===== src/rtl/vip_cvo_pkg.sv =====
// Shared types and helpers for the clocked-video output stage.
// States, packet types and frame-total helpers.
package vip_cvo_pkg;

  typedef enum logic [2:0] {
    IDLE,
    HUNT,
    LOCK,
    RUN,
    RESYNC
  } cvo_state_t;

  localparam logic [3:0] PKT_TYPE_VIDEO = 4'h0;
  localparam logic [3:0] PKT_TYPE_CTRL  = 4'hF;

  function automatic int h_total(
    input int act,
    input int fp,
    input int sync,
    input int bp
  );
    return act + fp + sync + bp;
  endfunction

  function automatic int v_total(
    input int act,
    input int fp,
    input int sync,
    input int bp
  );
    return act + fp + sync + bp;
  endfunction

endpackage


===== src/rtl/vip_cvo_fifo.sv =====
// Synchronous pixel FIFO with flush and show-ahead head.
// A pop on a full FIFO frees the slot for a same-cycle push.
module vip_cvo_fifo #(
  parameter int DEPTH = 64,
  parameter int WIDTH = 25
) (
  input  logic             clk,
  input  logic             rst_n,
  input  logic             flush,
  input  logic             push,
  input  logic [WIDTH-1:0] wdata,
  input  logic             pop,
  output logic [WIDTH-1:0] rdata,
  output logic             empty,
  output logic             full
);

  localparam int AW = $clog2(DEPTH);

  logic [WIDTH-1:0] mem_q [DEPTH];
  logic [AW-1:0]    wr_q, rd_q;
  logic [AW:0]      cnt_q;
  logic             do_push, do_pop;

  assign empty   = (cnt_q == '0);
  assign full    = (cnt_q == (AW+1)'(DEPTH));
  assign do_pop  = pop && !empty;
  assign do_push = push && (!full || do_pop);
  assign rdata   = mem_q[rd_q];

  always_ff @(posedge clk) begin
    if (do_push && !flush)
      mem_q[wr_q] <= wdata;
  end

  always_ff @(posedge clk or negedge rst_n) begin
    if (!rst_n) begin
      wr_q  <= '0;
      rd_q  <= '0;
      cnt_q <= '0;
    end else if (flush) begin
      wr_q  <= '0;
      rd_q  <= '0;
      cnt_q <= '0;
    end else begin
      if (do_push)
        wr_q <= wr_q + 1'b1;
      if (do_pop)
        rd_q <= rd_q + 1'b1;
      unique case ({do_push, do_pop})
        2'b10:   cnt_q <= cnt_q + 1'b1;
        2'b01:   cnt_q <= cnt_q - 1'b1;
        default: cnt_q <= cnt_q;
      endcase
    end
  end

endmodule


===== src/rtl/vip_clocked_video_out.sv =====
// Avalon-ST video to clocked-video output with frame lock,
// start-of-frame checking and underflow resync.
module vip_clocked_video_out
  import vip_cvo_pkg::*;
#(
  parameter int BITS_PER_SYMBOL = 8,
  parameter int SYMBOLS         = 3,
  parameter int H_ACTIVE        = 640,
  parameter int H_FP            = 16,
  parameter int H_SYNC          = 96,
  parameter int H_BP            = 48,
  parameter int V_ACTIVE        = 480,
  parameter int V_FP            = 10,
  parameter int V_SYNC          = 2,
  parameter int V_BP            = 33,
  parameter bit SYNC_ACT_HIGH   = 1'b0,
  parameter int FIFO_DEPTH      = 64
) (
  input  logic                               clk,
  input  logic                               reset_n,
  input  logic                               enable,
  input  logic [BITS_PER_SYMBOL*SYMBOLS-1:0] din_data,
  input  logic                               din_valid,
  input  logic                               din_sop,
  input  logic                               din_eop,
  output logic                               din_ready,
  output logic [BITS_PER_SYMBOL*SYMBOLS-1:0] vid_data,
  output logic                               vid_datavalid,
  output logic                               vid_h_sync,
  output logic                               vid_v_sync,
  output logic                               vid_h,
  output logic                               vid_v,
  output logic                               vid_f,
  output logic                               underflow,
  output logic                               locked
);

  localparam int DW    = BITS_PER_SYMBOL * SYMBOLS;
  localparam int H_TOT = h_total(H_ACTIVE, H_FP, H_SYNC, H_BP);
  localparam int V_TOT = v_total(V_ACTIVE, V_FP, V_SYNC, V_BP);
  localparam int HW    = $clog2(H_TOT);
  localparam int VW    = $clog2(V_TOT);
  localparam int NPIX  = H_ACTIVE * V_ACTIVE;
  localparam int PW    = $clog2(NPIX + 1);
  localparam int HS_LO = H_ACTIVE + H_FP;
  localparam int HS_HI = HS_LO + H_SYNC;
  localparam int VS_LO = V_ACTIVE + V_FP;
  localparam int VS_HI = VS_LO + V_SYNC;

  localparam logic [PW-1:0] NPIX_C = PW'(NPIX);

  cvo_state_t    state_q, state_d;
  logic [HW-1:0] h_q, h_d;
  logic [VW-1:0] v_q, v_d;
  logic [31:0]   h32, v32;
  logic          vpkt_q, vpkt_d;
  logic [PW-1:0] pix_q, pix_d;
  logic          unf_q, unf_d;

  logic [DW-1:0] data_q, data_d;
  logic          dv_q, dv_d;
  logic          hs_q, hs_d;
  logic          vs_q, vs_d;
  logic          hb_q, hb_d;
  logic          vb_q, vb_d;

  logic          f_push, f_pop, f_flush;
  logic [DW:0]   f_wdata, f_rdata;
  logic          f_empty, f_full;

  logic          active, frame_end, origin;
  logic          beat, is_video, pix_beat;
  logic          run_out, in_run;

  vip_cvo_fifo #(
    .DEPTH (FIFO_DEPTH),
    .WIDTH (DW + 1)
  ) u_fifo (
    .clk   (clk),
    .rst_n (reset_n),
    .flush (f_flush),
    .push  (f_push),
    .wdata (f_wdata),
    .pop   (f_pop),
    .rdata (f_rdata),
    .empty (f_empty),
    .full  (f_full)
  );

  assign h32       = 32'(h_q);
  assign v32       = 32'(v_q);
  assign active    = (h32 < H_ACTIVE) && (v32 < V_ACTIVE);
  assign frame_end = (h32 == H_TOT - 1) && (v32 == V_TOT - 1);
  assign origin    = (h_q == '0) && (v_q == '0);
  assign run_out   = enable && (state_q != IDLE);
  assign in_run    = enable && (state_q == RUN);

  always_comb begin
    din_ready = 1'b0;
    unique case (1'b1)
      (state_q == LOCK),
      (state_q == RUN):    din_ready = !f_full;
      (state_q == HUNT),
      (state_q == RESYNC): din_ready = 1'b1;
      default:             din_ready = 1'b0;
    endcase
  end

  assign beat     = din_valid && din_ready;
  assign is_video = (din_data[3:0] == PKT_TYPE_VIDEO);
  assign pix_beat = beat && !din_sop && vpkt_q;
  assign f_wdata  = {(pix_q == '0), din_data};
  assign f_push   = pix_beat && (pix_q != NPIX_C)
                 && ((state_q == LOCK) || (state_q == RUN));

  // The sop beat carries the packet type and is never buffered.
  always_comb begin
    vpkt_d = vpkt_q;
    pix_d  = pix_q;
    if (beat && din_sop) begin
      vpkt_d = is_video && !din_eop;
      pix_d  = '0;
    end else if (pix_beat) begin
      if (pix_q != NPIX_C)
        pix_d = pix_q + 1'b1;
      if (din_eop)
        vpkt_d = 1'b0;
    end
    if (state_q == IDLE)
      vpkt_d = 1'b0;
  end

  always_comb begin
    h_d = '0;
    v_d = '0;
    if (run_out) begin
      h_d = h_q + 1'b1;
      v_d = v_q;
      if (h32 == H_TOT - 1) begin
        h_d = '0;
        v_d = (v32 == V_TOT - 1) ? '0 : v_q + 1'b1;
      end
    end
  end

  always_comb begin
    state_d = state_q;
    unf_d   = unf_q;
    f_pop   = 1'b0;
    f_flush = 1'b0;
    if (!enable) begin
      state_d = IDLE;
      unf_d   = 1'b0;
      f_flush = 1'b1;
    end else begin
      unique case (state_q)
        IDLE: begin
          state_d = HUNT;
          f_flush = 1'b1;
        end
        HUNT: begin
          if (beat && din_sop && is_video)
            state_d = LOCK;
        end
        LOCK: begin
          // Stray non-SOF pixels ahead of a frame can never lock.
          if (!f_empty && !f_rdata[DW])
            f_pop = 1'b1;
          else if (frame_end && !f_empty)
            state_d = RUN;
        end
        RUN: begin
          if (active) begin
            if (f_empty) begin
              state_d = RESYNC;
              unf_d   = 1'b1;
            end else begin
              f_pop = 1'b1;
              if (f_rdata[DW] != origin) begin
                state_d = RESYNC;
                unf_d   = 1'b1;
              end
            end
          end
        end
        RESYNC: begin
          f_flush = 1'b1;
          state_d = HUNT;
        end
        default: state_d = IDLE;
      endcase
    end
  end

  always_comb begin
    hs_d   = (run_out && h32 >= HS_LO && h32 < HS_HI) ~^ SYNC_ACT_HIGH;
    vs_d   = (run_out && v32 >= VS_LO && v32 < VS_HI) ~^ SYNC_ACT_HIGH;
    hb_d   = run_out && (h32 >= H_ACTIVE);
    vb_d   = run_out && (v32 >= V_ACTIVE);
    dv_d   = in_run && active;
    data_d = '0;
    if (in_run && active && !f_empty)
      data_d = f_rdata[DW-1:0];
  end

  always_ff @(posedge clk or negedge reset_n) begin
    if (!reset_n) begin
      state_q <= IDLE;
      h_q     <= '0;
      v_q     <= '0;
      vpkt_q  <= 1'b0;
      pix_q   <= '0;
      unf_q   <= 1'b0;
      data_q  <= '0;
      dv_q    <= 1'b0;
      hs_q    <= ~SYNC_ACT_HIGH;
      vs_q    <= ~SYNC_ACT_HIGH;
      hb_q    <= 1'b0;
      vb_q    <= 1'b0;
    end else begin
      state_q <= state_d;
      h_q     <= h_d;
      v_q     <= v_d;
      vpkt_q  <= vpkt_d;
      pix_q   <= pix_d;
      unf_q   <= unf_d;
      data_q  <= data_d;
      dv_q    <= dv_d;
      hs_q    <= hs_d;
      vs_q    <= vs_d;
      hb_q    <= hb_d;
      vb_q    <= vb_d;
    end
  end

  assign vid_data      = data_q;
  assign vid_datavalid = dv_q;
  assign vid_h_sync    = hs_q;
  assign vid_v_sync    = vs_q;
  assign vid_h         = hb_q;
  assign vid_v         = vb_q;
  assign vid_f         = 1'b0;
  assign underflow     = unf_q;
  assign locked        = (state_q == RUN);

endmodule


===== config.mk =====
export PLATFORM = sky130hd
export DESIGN_NAME = vip_clocked_video_out
export DESIGN_NICKNAME = d
export VERILOG_FILES = /design/src/rtl/vip_cvo_pkg.sv /design/src/rtl/vip_cvo_fifo.sv /design/src/rtl/vip_clocked_video_out.sv
export SDC_FILE = /design/constraint.sdc
export NUM_CORES = 2
export LEC_CHECK = 0
export BUFFER_PORTS_ARGS = -buffer_cell sky130_fd_sc_hd__buf_2
export CORE_MARGIN = 2
export CORE_UTILIZATION = 50
export CTS_BUF_LIST = sky130_fd_sc_hd__clkbuf_4 sky130_fd_sc_hd__clkbuf_8
export DETAILED_ROUTE_END_ITERATION = 8
export PLACE_DENSITY = 0.67
export SLEW_MARGIN = 20
export SYNTH_ARGS = -nofsm -noshare
export SYNTH_HDL_FRONTEND = slang
export SYNTH_SLANG_ARGS = --single-unit

===== constraint.sdc =====
create_clock -name clk -period 3.91 [get_ports clk]
set_input_delay 0.1955 -clock clk [delete_from_list [all_inputs] [get_ports clk]]
set_output_delay 0.1955 -clock clk [all_outputs]
set_load 0.03 [all_outputs]

Word-level counts from Yosys, hierarchy flattened
Memory sizes are Yosys's and may differ from the RTL's.
Index checks and enable logic that the tools add are counted.
{"block": "word_totals", "wordCells": 150, "mem_bits_rw": 1600, "reg_bits": 92, "memories": 1, "out_inout_bits": 33, "input_bits": 30}
{"memory": "u_fifo.mem_q", "words": 64, "word_bits": 25, "read_ports": 1, "rd_ports_with_merged_regs": 0, "wr": 1, "line_no": "vip_cvo_fifo.sv:20", "rtl": "logic [WIDTH-1:0] mem_q [DEPTH];"}
{"block": "op_classes", "n_addsub": 7, "n_eq_ne": 20, "magnitude_cmp": 8, "mux": 42, "reduce_logical": 55, "n_bitwise": 2}
{"cell": "$mux W19", "n": 3}
{"cell": "$mux W10", "n": 5}
{"cell": "$logic_and A1 B1 Y1", "n": 26}
{"cell": "$mux W24", "n": 1}
{"cell": "$mux W6", "n": 4}
{"cell": "$mux W3", "n": 7}
{"cell": "$add A10 B1 Y10 const B", "n": 2}
{"cell": "$eq A10 B10 Y1 const B", "n": 2}
{"cell": "$ge A10 B10 Y1 const B", "n": 2}
{"cell": "$ge A10 B9 Y1 const B", "n": 2}
{"cell": "$logic_not A10 Y1", "n": 2}
{"cell": "$lt A10 B10 Y1 const B", "n": 2}
{"cell": "$lt A10 B9 Y1 const B", "n": 2}
{"cell": "$add A19 B1 Y19 const B", "n": 1}
{"cell": "$logic_not A19 Y1", "n": 1}
{"cell": "$ne A19 B19 Y1 const B", "n": 1}
{"cell": "$mux W1", "n": 17}
{"cell": "$pmux W7 S2", "n": 1}
{"cell": "$add A6 B1 Y6 const B", "n": 2}
{"cell": "$pmux W3 S4", "n": 1}
{"cell": "$reduce_bool A3 Y1", "n": 4}
{"cell": "$ne A3 B2 Y1 const B", "n": 3}
{"cell": "$reduce_bool A2 Y1", "n": 4}
{"cell": "$add A7 B1 Y7 const B", "n": 1}
{"cell": "other kinds (24)", "n": 38}

Depth between registers and ports, before layout
{"block": "depth", "word_depth": 12, "ltp_mapped": 19, "ltp_nobuf": 17}

Modules after synthesis
A second synthesis with hierarchy kept.
{"block": "hier_totals", "hier_cells": 3255, "hier_area_um2": 66135.9}
{"module": "vip_cvo_fifo", "cells_per_inst": 2893, "seq_area_each_um2": 48521.5, "instances": 1, "area_each_um2": 62567.5}
{"module": "vip_clocked_video_out", "cells_per_inst": 362, "seq_area_each_um2": 1829.3, "instances": 1, "area_each_um2": 3568.4}

Worst setup path before layout
No wires, ideal clock.
{"block": "synth_timing", "path_kind": "register -> register", "start": "register state_q[0]", "end": "memory u_fifo.mem_q[58][0] (enable)", "synth_period_minus_slack_ps": 3754, "setup_ps": 407, "stages_incl_launch_ff": 10, "required_ps": 3503, "n_path_buf": 1, "slack_ps": 156, "arrival_ps": 3347, "cell_sequence": "dfrtp_1 -> or2_2 -> clkbuf_1 -> nor2_1 -> o21ai_1 -> nor3_2 -> nand2_1 -> nor3_1 -> nand3b_1 -> nor2_1"}
{"block": "synth_between", "elab_chain_len": 12, "elab_cells_between_ends": 26, "cone_classes": "eq/ne: 4; mux: 7; reduce/logical: 15"}
{"item": "from (decl)", "line_no": "vip_clocked_video_out.sv:52", "rtl": "cvo_state_t state_q, state_d;"}
{"item": "from (signal assigned)", "line_no": "vip_clocked_video_out.sv:221", "rtl": "state_q <= state_d;"}
{"item": "$eq A3 B1 Y1 (tied with other cells)", "line_no": "vip_clocked_video_out.sv:103", "rtl": "(state_q == HUNT),"}
{"item": "$reduce_or A2 Y1", "line_no": "vip_clocked_video_out.sv:100", "rtl": "unique case (1'b1)"}
{"item": "$pmux W1 S2", "line_no": "vip_clocked_video_out.sv:100"}
{"item": "$logic_and A1 B1 Y1", "line_no": "vip_clocked_video_out.sv:109", "rtl": "assign beat = din_valid && din_ready;"}
{"item": "$logic_and A1 B1 Y1 (2 in a row)", "line_no": "vip_clocked_video_out.sv:111", "rtl": "assign pix_beat = beat && !din_sop && vpkt_q;"}
{"item": "$logic_and A1 B1 Y1", "line_no": "vip_clocked_video_out.sv:113", "rtl": "assign f_push = pix_beat && (pix_q != NPIX_C)"}
{"item": "$logic_and A1 B1 Y1", "line_no": "vip_clocked_video_out.sv:114", "rtl": "&& ((state_q == LOCK) || (state_q == RUN));"}
{"item": "$logic_and A1 B1 Y1", "line_no": "vip_cvo_fifo.sv:28", "rtl": "assign do_push = push && (!full || do_pop);"}
{"item": "$logic_and A1 B1 Y1 (*)", "line_no": "vip_cvo_fifo.sv:32", "rtl": "if (do_push && !flush)"}
{"item": "$mux W1 (*)", "line_no": "vip_cvo_fifo.sv:32"}
{"item": "$mux W1 (not written as such) (*)", "line_no": "vip_cvo_fifo.sv:33", "rtl": "mem_q[wr_q] <= wdata;"}
{"item": "to (decl)", "line_no": "vip_cvo_fifo.sv:20"}
Every way passes the cells marked *; elsewhere a longest branch is shown, timed or not.

Final worst setup path
{"block": "layout_timing", "start": "register u_fifo.rd_q[0]", "end": "register u_fifo.cnt_q[6]"}
{"block": "layout_between", "elab_chain_len": 12, "elab_cells_between_ends": 14, "cone_classes": "eq/ne: 2; mux: 5; reduce/logical: 6; memory: 1"}
{"item": "from (decl)", "line_no": "vip_cvo_fifo.sv:21", "rtl": "logic [AW-1:0] wr_q, rd_q;"}
{"item": "from (signal assigned)", "line_no": "vip_cvo_fifo.sv:49", "rtl": "rd_q <= rd_q + 1'b1;"}
{"item": "$mem_v2 Z64 W25 (*)"}
{"item": "$logic_not A1 Y1 (*)", "line_no": "vip_clocked_video_out.sv:167", "rtl": "if (!f_empty && !f_rdata[DW])"}
{"item": "$logic_and A1 B1 Y1 (*)", "line_no": "vip_clocked_video_out.sv:167"}
{"item": "$mux W1 (*)", "line_no": "vip_clocked_video_out.sv:167"}
{"item": "$pmux W1 S2 (*)", "line_no": "vip_clocked_video_out.sv:156", "rtl": "unique case (state_q)"}
{"item": "$mux W1 (*)", "line_no": "vip_clocked_video_out.sv:151", "rtl": "if (!enable) begin"}
{"item": "$logic_and A1 B1 Y1 (*)", "line_no": "vip_cvo_fifo.sv:27", "rtl": "assign do_pop = pop && !empty;"}
{"item": "$logic_or A1 B1 Y1", "line_no": "vip_cvo_fifo.sv:28"}
{"item": "$logic_and A1 B1 Y1", "line_no": "vip_cvo_fifo.sv:28"}
{"item": "$eq A2 B1 Y1 or $eq A2 B2 Y1 (tied branches)", "line_no": "vip_cvo_fifo.sv:50", "rtl": "unique case ({do_push, do_pop})"}
{"item": "$pmux W7 S2", "line_no": "vip_cvo_fifo.sv:50"}
{"item": "$mux W7", "line_no": "vip_cvo_fifo.sv:41", "rtl": "end else if (flush) begin"}
{"item": "to (signal assigned)", "line_no": "vip_cvo_fifo.sv:51", "rtl": "2'b10: cnt_q <= cnt_q + 1'b1;"}
{"item": "to (signal assigned)", "line_no": "vip_cvo_fifo.sv:52", "rtl": "2'b01: cnt_q <= cnt_q - 1'b1;"}
{"item": "to (signal assigned)", "line_no": "vip_cvo_fifo.sv:53", "rtl": "default: cnt_q <= cnt_q;"}
{"item": "to (decl)", "line_no": "vip_cvo_fifo.sv:22", "rtl": "logic [AW:0] cnt_q;"}
Marks and branches as above.
A chain may end at the register's enable or synchronous reset.

==> run summary <==
• **status** completed
• **Reg-to-Reg Start** u_fifo.rd_q[0]
• **Clock Tree Root** clkbuf_8
• **clock transition time at the flip-flop clock pins of the worst setup and hold paths** 60 ps
• **total iterations of the first detailed-routing run** 5
• **fin crit share** 0.960
• **first-pass GRT wire length** 226000 um
• **CTS tree** built
• **CP top delay family** compound AO/OA/AOI/OAI gates
• **finished layout cell area** 0.0753 mm2
• **logic depth of the worst register-to-register path** 19
• **type of origin of the critical path** flip-flop
• **starting density of the core** 0.505
• **share of layout cells above drive strength 1** 0.364
• **DIE AREA** 0.134 mm2
• **global route overflow** 0
• **Yosys top cell area share** 0.735
• **filler cell count** 9031
• **number of warnings issued by yosys** 0
• **post-synthesis average cell area** 23.2 um2
• **share of the yosys chip area belonging to registers** 0.770
• **crit path capture type** flip-flop
• **highest clock frequency the design can meet** 267 MHz
• **power density cells** 466 mW/mm2
• **data required time at the worst endpoint** 4810 ps
• **Layout area overhead** 15.1%
• **cell type with the largest total area after synthesis** edfxtp_1
• **number of buffers created by CTS** 288
• **initial antenna violation count** 8
• **antenna-violating nets left** 0
• **count leader, synth** edfxtp_1
• **total vias in the final route** 31500
• **setup repair after global routing missed its margin** no
• **post-synthesis cell type count** 63
• **critical path's slowest cell** dfrtp_4
• **compound-gate portion of the synthesized area** 0.00639
• **Worst Path Buf+Inv** 4
• **DIE HEIGHT** 366 um
• **via count of the first global-routing pass** 32300
• **arithmetic-cell share of the synthesized area counting full adders, half adders and majority gates** 0.00298
• **endpoint of the lowest-slack register-to-register path** u_fifo.cnt_q[6]
• **critical-path maximum fanout** 7
• **CP max stage delay** 550 ps
• **number of violations of the max-capacitance limit** 0
• **total of flip-flops plus latches after synthesis** 1692
• **total count of hold-check failures in the final report** 0
• **transition at the pin with the smallest max-transition slack** 1070 ps
• **most area-consuming cells after synthesis** edfxtp_1 73%, mux4_2 18%, dfrtp_1 3.4%
• **routed wire length** 158000 um
• **final layout net count** 3258
• **ranking of synthesized cells by instance count** 1600 x edfxtp_1, 518 x mux4_2, 140 x nor2_1
• **Avg WL per Cell** 30.7 um
• **type of the tightest min-delay check** in -> reg
• **standby leakage power** 23.5 nW
• **data arrival time of the critical path** 4650 ps
• **total I/O pin count** 63
• **FF-to-FF setup slack** 160 ps
• **final critical delay including setup and external delays** 3750 ps
• **Die Span X** 366 um
• **area share of xor/xnor cells in the synthesized design** 0.00549
• **Power, Total** 35.1 mW
• **clock latency on the worst-skew pair** 990 ps
• **Final GP Congestion** 0.863
• **detailed router's first-iteration violation count** 3630
• **Post-Syn Nets** 2865
• **vias per cell** 6.12
• **highest ir drop seen on vdd** 214 uV
• **worst hold path cell count** 4
• **Post-synth EDFFs** 1600
• **drc violations** 0
• **pin count of the biggest net entering global routing** 93
• **hold path endpoint** underflow
• **core area** 0.130 mm2
• **leading register cell type out of synthesis** edfxtp_1
• **Max transition margin** 0.287
• **final count of negative-setup-slack endpoints** 0
• **clock sink total** 1692
• **setup skew after layout** 57.4 ps
• **Clock Path Buffers** 4
• **cells after synthesis** 2820
• **multiplexer share of the synthesized area** 0.181
• **Post-Syn Area** 0.0654 mm2
• **simple-gate portion of the synthesized area** 0.0230
• **number of max-slew violations in the final report** 0
• **hold_sp** enable
• **final-layout setup total negative slack** 0 ps
• **Worst Setup Path Type** reg -> reg
• **post-detailed-placement half-perimeter wirelength** 86300 um
• **ys async rst share** 0.0544
• **sequence of cells on the critical path** buf_12 -> buf_12 -> mux4_2 -> mux2i_1 -> nand2_1 -> o2111a_2 -> nor3b_4 -> o21a_1 -> nand2_1 -> inv_1 -> buf_4 -> fa_1 -> a21o_1 -> a21oi_2 -> o21bai_1 -> a21o_1 -> and2_1 -> mux2i_1 -> mux2i_1
• **Std-Cell Rows** 132
• **IO buf count** 61
• **global routing usage summed across all routing layers** 0.238
• **H-tree levels** 5
• **dominant combinational cell family by area after synthesis** multiplexers
• **CP most frequent cell** mux2i_1
• **Placed Area** 0.0695 mm2
==> worst register-to-register path, cell delays in order (launching register included) <==
cell and delay (ps):
dfrtp_4 550, buf_12 180, buf_12 130, mux4_2 330, mux2i_1 70, nand2_1 80, o2111a_2 290, nor3b_4 70
o21a_1 180, nand2_1 60, inv_1 60, buf_4 150, fa_1 380, a21o_1 190, a21oi_2 150, o21bai_1 80
a21o_1 190, and2_1 150, mux2i_1 180, mux2i_1 200
==> how the worst max path moves through the flow <==
stage / start / to / slack, ps / cells past startpoint
after floorplan: state_q[0] / u_fifo.mem_q[58][0] / 160 / 9
after global placement: u_fifo.rd_q[0] / u_fifo.cnt_q[6] / 20 / 17
after detailed placement: u_fifo.rd_q[0] / u_fifo.cnt_q[6] / 20 / 17
after CTS: u_fifo.rd_q[0] / u_fifo.cnt_q[6] / 50 / 18
after global routing: u_fifo.rd_q[0] / u_fifo.cnt_q[6] / 6 / 18
final: u_fifo.rd_q[0] / u_fifo.cnt_q[6] / 160 / 19
==> state kept, by name, indices dropped and copies added (netlist names), 3 cells and up <==
| name | flops |
|---|---|
| h_q | 10 |
| state_q | 3 |
| u_fifo.rd_q | 6 |
| v_q | 10 |
| u_fifo.wr_q | 6 |
| u_fifo.mem_q | 1600 |
| pix_q | 19 |
| u_fifo.cnt_q | 7 |
| vid_data | 24 |
==> routing by layer <==
layer  part of all wire  vias up  GRT usage
met1               0.39    17000      0.331
met3              0.085      238     0.0510
li1                   -    12800          -
met4              0.027        0     0.0778
met5                  0        -          0
met2               0.49     1486      0.380
==> layout by cell type (no fill, tap or decap), types with 4 or more instances in the layout <==
| master | count |
|---|---|
| nand3_1 | 18 |
| o211ai_1 | 4 |
| buf_2 | 53 |
| nor4_1 | 5 |
| xor2_1 | 27 |
| mux4_2 | 518 |
| nor3_1 | 7 |
| clkinv_2 | 29 |
| and2_1 | 5 |
| nand4_1 | 14 |
| and3_1 | 27 |
| o21ai_0 | 14 |
| dfrtp_1 | 86 |
| nor2_4 | 62 |
| or3_1 | 12 |
| nor2_1 | 75 |
| nand2_1 | 46 |
| clkbuf_8 | 297 |
| bufinv_16 | 7 |
| ha_1 | 14 |
| clkinv_1 | 66 |
| inv_1 | 15 |
| nor2_2 | 4 |
| nand3b_1 | 6 |
| or2_2 | 4 |
| a21oi_1 | 9 |
| clkinvlp_4 | 4 |
| dlygate4sd3_1 | 35 |
| diode_2 | 6 |
| buf_4 | 106 |
| mux2i_1 | 16 |
| xnor2_1 | 14 |
| clkbuf_4 | 74 |
| nor2b_1 | 4 |
| dfrtp_4 | 4 |
| o21a_1 | 4 |
| edfxtp_1 | 1600 |
| buf_12 | 53 |
==> what timing repair did <==
action	4_1_cts	5_1_grt
setup endpoints to repair	1	2
hold buffers	33	3
setup buffers	1	6
pin swaps	0	5
hold endpoints to repair	1187	192
resized for setup	0	12
==> cell type report <==
cell class | instances | area [um2] | area share
diodes | 6 | 15.0 | 0.000199
flip-flops and latches | 1692 | 50400 | 0.669
clock inverters | 109 | 659 | 0.00876
well taps | 1742 | 2180 | 0.0289
inverters | 16 | 60.1 | 0.000798
repair buffers | 250 | 2520 | 0.0335
clock buffers | 371 | 4640 | 0.0617
multi-input cells | 965 | 14900 | 0.197
==> cells by family after synthesis <==
logic type,Yosys count
flops,1692
mux,537
simple gates,310
buf+inv,163
compound gates,61
xor+xnor,41
fa+ha+maj,15
other cells,1
==> power by group <==
part           internal (mW)  switching [mW]
sequential              19.8         0.00199
clock                   8.17            6.71
combinational         0.0567           0.332
total                   28.0            7.05
==> through the flow <==
step | setup slack (ps) | std cells | hold slack (ps) | util
2_1_floorplan | 156 | 2820 | -100 | -
4_1_cts | 51.3 | 5135 | 0.175 | 0.579
3_5_place_dp | 15.7 | 4621 | 306 | 0.536
6_report | 158 | 5151 | 89.3 | 0.581
3_3_place_gp | 16.5 | 4621 | 281 | 0.536
5_1_grt | 6.15 | 5146 | 65.8 | 0.581
Power figures use the tool's default switching activity.
